$ cat src/rtl/instr_fetch_unit.sv
// Instruction fetch unit: drives imem from the current PC, queues fetched words in order for decode.
// Optional FETCH_STATS_EN adds fetch_count/stall_count performance counters.
module instr_fetch_unit #(
  parameter int QDEPTH = 2
) (
  input  logic        CLK,
  input  logic        nRST,
  input  logic [31:0] i_addr,
  output logic        pc_next,
  input  logic        redirect,
  input  logic        halt,
  output logic        imemREN,
  output logic [31:0] imemaddr,
  input  logic        ihit,
  input  logic [31:0] imemload,
  output logic [31:0] instr,
  output logic [31:0] instr_pc,
  output logic        instr_valid,
  input  logic        instr_ready
`ifdef FETCH_STATS_EN
  ,
  output logic [31:0] fetch_count,
  output logic [31:0] stall_count
`endif
);

  localparam int PW = $clog2(QDEPTH);
  localparam int CW = $clog2(QDEPTH) + 1;

  typedef enum logic [1:0] {
    S_IDLE,
    S_FETCH,
    S_HALTED
  } state_t;

  state_t          r_state;
  logic [PW-1:0]   r_wr_ptr;
  logic [PW-1:0]   r_rd_ptr;
  logic [CW-1:0]   r_count;
  logic [31:0]     r_q_instr [QDEPTH];
  logic [31:0]     r_q_pc    [QDEPTH];

  logic            w_full;
  logic            w_fetch_en;
  logic            w_redir;
  logic            w_accept;
  logic            w_pop;

  always_ff @(posedge CLK or negedge nRST) begin
    if (!nRST) begin
      r_state <= S_IDLE;
    end else begin
      case (r_state)
        S_IDLE:   r_state <= S_FETCH;
        S_FETCH:  if (halt) r_state <= S_HALTED;
        S_HALTED: r_state <= S_HALTED;
        default:  r_state <= S_IDLE;
      endcase
    end
  end

  // Fetch enable comes from the registered count, so a pop frees a slot only on the next cycle.
  assign w_full      = (r_count == CW'(QDEPTH));
  assign w_fetch_en  = (r_state == S_FETCH) && !w_full && !halt;
  assign w_redir     = redirect && (r_state != S_HALTED) && !halt;
  assign w_accept    = w_fetch_en && ihit && !redirect;
  assign w_pop       = instr_valid && instr_ready && !w_redir;

  assign imemaddr    = i_addr;
  assign imemREN     = nRST && w_fetch_en;
  assign pc_next     = nRST && (w_redir || w_accept);
  assign instr_valid = (r_count != '0);
  assign instr       = r_q_instr[r_rd_ptr];
  assign instr_pc    = r_q_pc[r_rd_ptr];

  always_ff @(posedge CLK or negedge nRST) begin
    if (!nRST) begin
      r_wr_ptr <= '0;
      r_rd_ptr <= '0;
      r_count  <= '0;
      for (int i = 0; i < QDEPTH; i++) begin
        r_q_instr[i] <= '0;
        r_q_pc[i]    <= '0;
      end
    end else if (w_redir) begin
      // Taken control flow: everything queued is on the wrong path.
      r_wr_ptr <= '0;
      r_rd_ptr <= '0;
      r_count  <= '0;
    end else begin
      if (w_accept) begin
        r_q_instr[r_wr_ptr] <= imemload;
        r_q_pc[r_wr_ptr]    <= i_addr;
        r_wr_ptr            <= r_wr_ptr + PW'(1);
      end
      if (w_pop) begin
        r_rd_ptr <= r_rd_ptr + PW'(1);
      end
      case ({w_accept, w_pop})
        2'b10:   r_count <= r_count + CW'(1);
        2'b01:   r_count <= r_count - CW'(1);
        default: r_count <= r_count;
      endcase
    end
  end

`ifdef FETCH_STATS_EN
  always_ff @(posedge CLK or negedge nRST) begin
    if (!nRST) begin
      fetch_count <= '0;
      stall_count <= '0;
    end else begin
      if (w_accept) begin
        fetch_count <= fetch_count + 32'd1;
      end
      if ((r_state == S_FETCH) && ((w_fetch_en && !ihit) || w_full)) begin
        stall_count <= stall_count + 32'd1;
      end
    end
  end
`endif

endmodule

$ cat config.mk
export PLATFORM = sky130hd
export DESIGN_NAME = instr_fetch_unit
export DESIGN_NICKNAME = d
export VERILOG_FILES = /design/src/rtl/instr_fetch_unit.sv
export SDC_FILE = /design/constraint.sdc
export NUM_CORES = 1
export LEC_CHECK = 0
export BUFFER_PORTS_ARGS = -buffer_cell sky130_fd_sc_hd__buf_2
export CAP_MARGIN = 0
export CORE_MARGIN = 5
export CORE_UTILIZATION = 57
export CTS_CLUSTER_DIAMETER = 80
export DETAILED_ROUTE_END_ITERATION = 16
export GPL_TIMING_DRIVEN = 0
export PLACE_DENSITY = 0.86
export SYNTH_ARGS = -nofsm -noshare
export SYNTH_HDL_FRONTEND = slang
export SYNTH_SLANG_ARGS = --single-unit
$ cat constraint.sdc
create_clock -name CLK -period 2.75 [get_ports CLK]
set_clock_uncertainty 0.2 [all_clocks]
set_input_delay 0.1375 -clock CLK [delete_from_list [all_inputs] [get_ports CLK]]
set_output_delay 0.1375 -clock CLK [all_outputs]
set_load 0.1 [all_outputs]
==> metrics.yaml <==
critical_path:
  critPathBufInv: 4
  crit_path_start_kind: "primary input"
  crit_type: "in -> out"
  cp.arrival_ns: 2.30
  crit_fanout: 49
  critical_path.top_delay_family: "buffers and inverters"
  crit_chain: "dlygate4sd3_1 -> dlygate4sd3_1 -> clkbuf_8 -> nor3b_2 -> buf_2"
  required_ns: 2.41
  r2r_cells: 6
  endpoint_kind: "output port"
  slowest_stage: "dlygate4sd3_1"
  path_depth: 5
  cp_common_cell: "dlygate4sd3_1"
  critPathMaxStageDelay_ns: 0.56
global_route:
  grt_max_degree: 74
  grt_pass1_wl_um: 24580
  grt_pass1_vias: 4967
  track_usage_pct: 24.35
  antenna_found_initial: 0
  grt_overflow_total: 0
synthesis:
  synthCells: 413
  synth_cell_types: 27
  synth.avg_cell_area_sq_um: 15.04
  mappedNetlistArea_sq_um: 6210
  async_flop_share_pct: 100.0
  synth_seq_cells: 134
  syn_nets: 486
  synth_top_area_share_pct: 54.00
  synth_edf_count: 0
  yosysSeqAreaShare_pct: 54.00
  ys.flop_type: "dfrtp_1"
  yosys.area.top_type: "dfrtp_1"
  synthTopCellsByArea: "dfrtp_1 54%, mux2_2 34%, buf_4 3.9%, clkbuf_8 1.3%, mux2_4 1.2%"
  yosysWarningCount: 0
drt:
  wl_per_cell_um: 18.11
  wl_um: 14960
  num_vias: 4326
  drt-initial-drc-count: 118
  postRouteAntennaNets: 0
  via_per_inst: 5.237
  firstDrtPassIters: 4
  remaining_drc_errors: 0
place:
  dp_hpwl_um: 9456
  gp_congestion: 0.7639
  post-place-ws_ns: 0.5199
  io_buffers: 168
clock_tree:
  cts_sinks: 134
  worstSkewPairLatency_ns: 0.51
  cts_tree: "built"
  root_buffer: "clkbuf_8"
  numCtsBuffers: 17
  clkTransAtPathRegs_ns: 0.06
  htreeDepth: 4
  clockBufferDepth: 2
timing:
  period_needed_ns: 2.641
  grt_setup_unrepaired: "no"
  fin_ws_ns: 0.1092
  period_share_pct: 96.03
  timing.fmax_ghz: 0.3787
  worstMarginPinSlew_ns: 0.7905
  final-max-slew-violation-count: 0
  finalHoldViolations: 0
  setup_viol: 0
  relSlewSlack_pct: 47.13
outcome:
  outcome: "complete, no violations"
cells_and_area:
  drive_above_1_share_pct: 65.01
  syn_to_final_growth_pct: 37.80
  final_net_count: 746
  nFillCells: 631
  n_antenna_cell: 0
worst_hold_path:
  hold_path.class: "in -> reg"
  hold_depth: 3
floorplan:
  initial_core_util_pct: 57.79
  dieArea_sq_um: 13080
  die_w_um: 114.4
  num_io_pins: 169
  die_y_um: 114.4
  rows: 38
  core_sq_um: 10750
run:
  cap_viol_max_count: 0
worst paths after layout:
path                                            from                        end  slack [ns]
max                                             nRST                    imemREN        0.11
min                                     imemload[22]  r_q_instr[54]$_DFFE_PN0P_        0.20
max reg2reg                   r_state[1]$_DFFE_PN0P_     r_count[1]$_DFFE_PN0P_        0.44
min reg2reg                r_q_instr[19]$_DFFE_PN0P_  r_q_instr[19]$_DFFE_PN0P_        0.30
max in group asynchronous                       nRST     r_q_pc[40]$_DFFE_PN0P_        0.34
min in group asynchronous                       nRST      r_q_pc[6]$_DFFE_PN0P_        0.49
cell families (layout without fill, tap and decap cells):
group                    after synthesis  after routing  synth area share, %
AO/OA/AOI/OAI                          7              7               0.6649
XOR/XNOR                               1              1               0.1411
adder cells (fa/ha/maj)                3              3               0.6045
buffers and inverters                 54            327                7.012
flip-flops                           134            134                54.00
multiplexers                         192            192                35.12
AND/OR/NAND/NOR                       22             22                2.458
cell usage after synthesis (2+ instances only):
library cell / n
a21oi_1: 2
buf_2: 6
buf_4: 32
buf_6: 6
clkbuf_1: 2
clkbuf_8: 6
dfrtp_1: 134
ha_1: 3
inv_1: 2
mux2_2: 187
mux2_4: 5
nand2_1: 4
nand2b_1: 2
nor2_1: 3
nor2b_1: 2
nor3b_1: 3
nor4_1: 2
o21ai_0: 3
layout make-up:
| class | instances | area, sq um | share of cell area (%) |
|---|---|---|---|
| Clock inverter | 10 | 130.1 | 1.521 |
| Tap cell | 140 | 175.2 | 2.047 |
| Clock buffer | 22 | 432.9 | 5.059 |
| Multi-Input combinational cell | 225 | 2431 | 28.41 |
| Sequential cell | 134 | 3353 | 39.19 |
| Buffer | 52 | 429.2 | 5.015 |
| Timing Repair Buffer | 241 | 1598 | 18.67 |
| Inverter | 2 | 7.507 | 0.08773 |
per-stage QoR:
stage	area [sq um]	util [%]	instances	setup TNS [ns]	hold slack, ns
global placement	7231	67.29	721	-43.50	0.1819
detailed placement	7264	67.61	722	0	-0.03854
floorplan	6215	-	413	0	-0.3581
global route	8557	79.63	826	0	0.2062
finish	8557	79.63	826	0	0.2049
CTS	8549	79.56	826	0	0.1854
layout by cell type (no fill, tap or decap), types with 2 or more instances in the layout:
cell type / n
nor2b_1: 2
clkbuf_8: 8
dfrtp_1: 134
mux2_2: 187
clkinvlp_4: 2
clkinv_2: 5
buf_2: 173
buf_4: 32
o21ai_0: 3
a21oi_1: 2
dlygate4sd3_1: 72
nor3b_2: 2
nand2_1: 4
inv_1: 2
ha_1: 3
clkbuf_1: 6
clkbuf_16: 16
nor2_1: 3
bufinv_16: 3
buf_6: 6
nor4_1: 2
nand2b_1: 2
mux2_4: 5
flip-flops by register name (all words and copies together) (netlist names):
signal	flops
r_q_instr	64
r_q_pc	64
r_count	2
r_state	2
r_rd_ptr	1
r_wr_ptr	1
tightest hold or removal path, cell delays in order:
cell           delay (ns)
dlygate4sd3_1        0.51
buf_2                0.10
mux2_2               0.13
per-layer routing:
| metal | part of all wire [%] | GRT usage, % | wire length, um | vias to the layer above |
|---|---|---|---|---|
| li1 | - | - | - | 1959 |
| met5 | 0 | 0 | 0 | - |
| met2 | 53 | 43.40 | 7969 | 144 |
| met1 | 38 | 27.03 | 5653 | 2179 |
| met3 | 5.9 | 6.765 | 885 | 44 |
| met4 | 3.0 | 10.93 | 449 | 0 |
what timing repair did:
item	CTS	global route
pin swaps	0	0
setup endpoints to repair	29	2
hold endpoints to repair	268	0
setup buffers	0	0
resized for setup	1	2
hold buffers	72	0
Power is not shown: default switching activity piles up to over one toggle a cycle in this logic, so the estimate is an artifact.
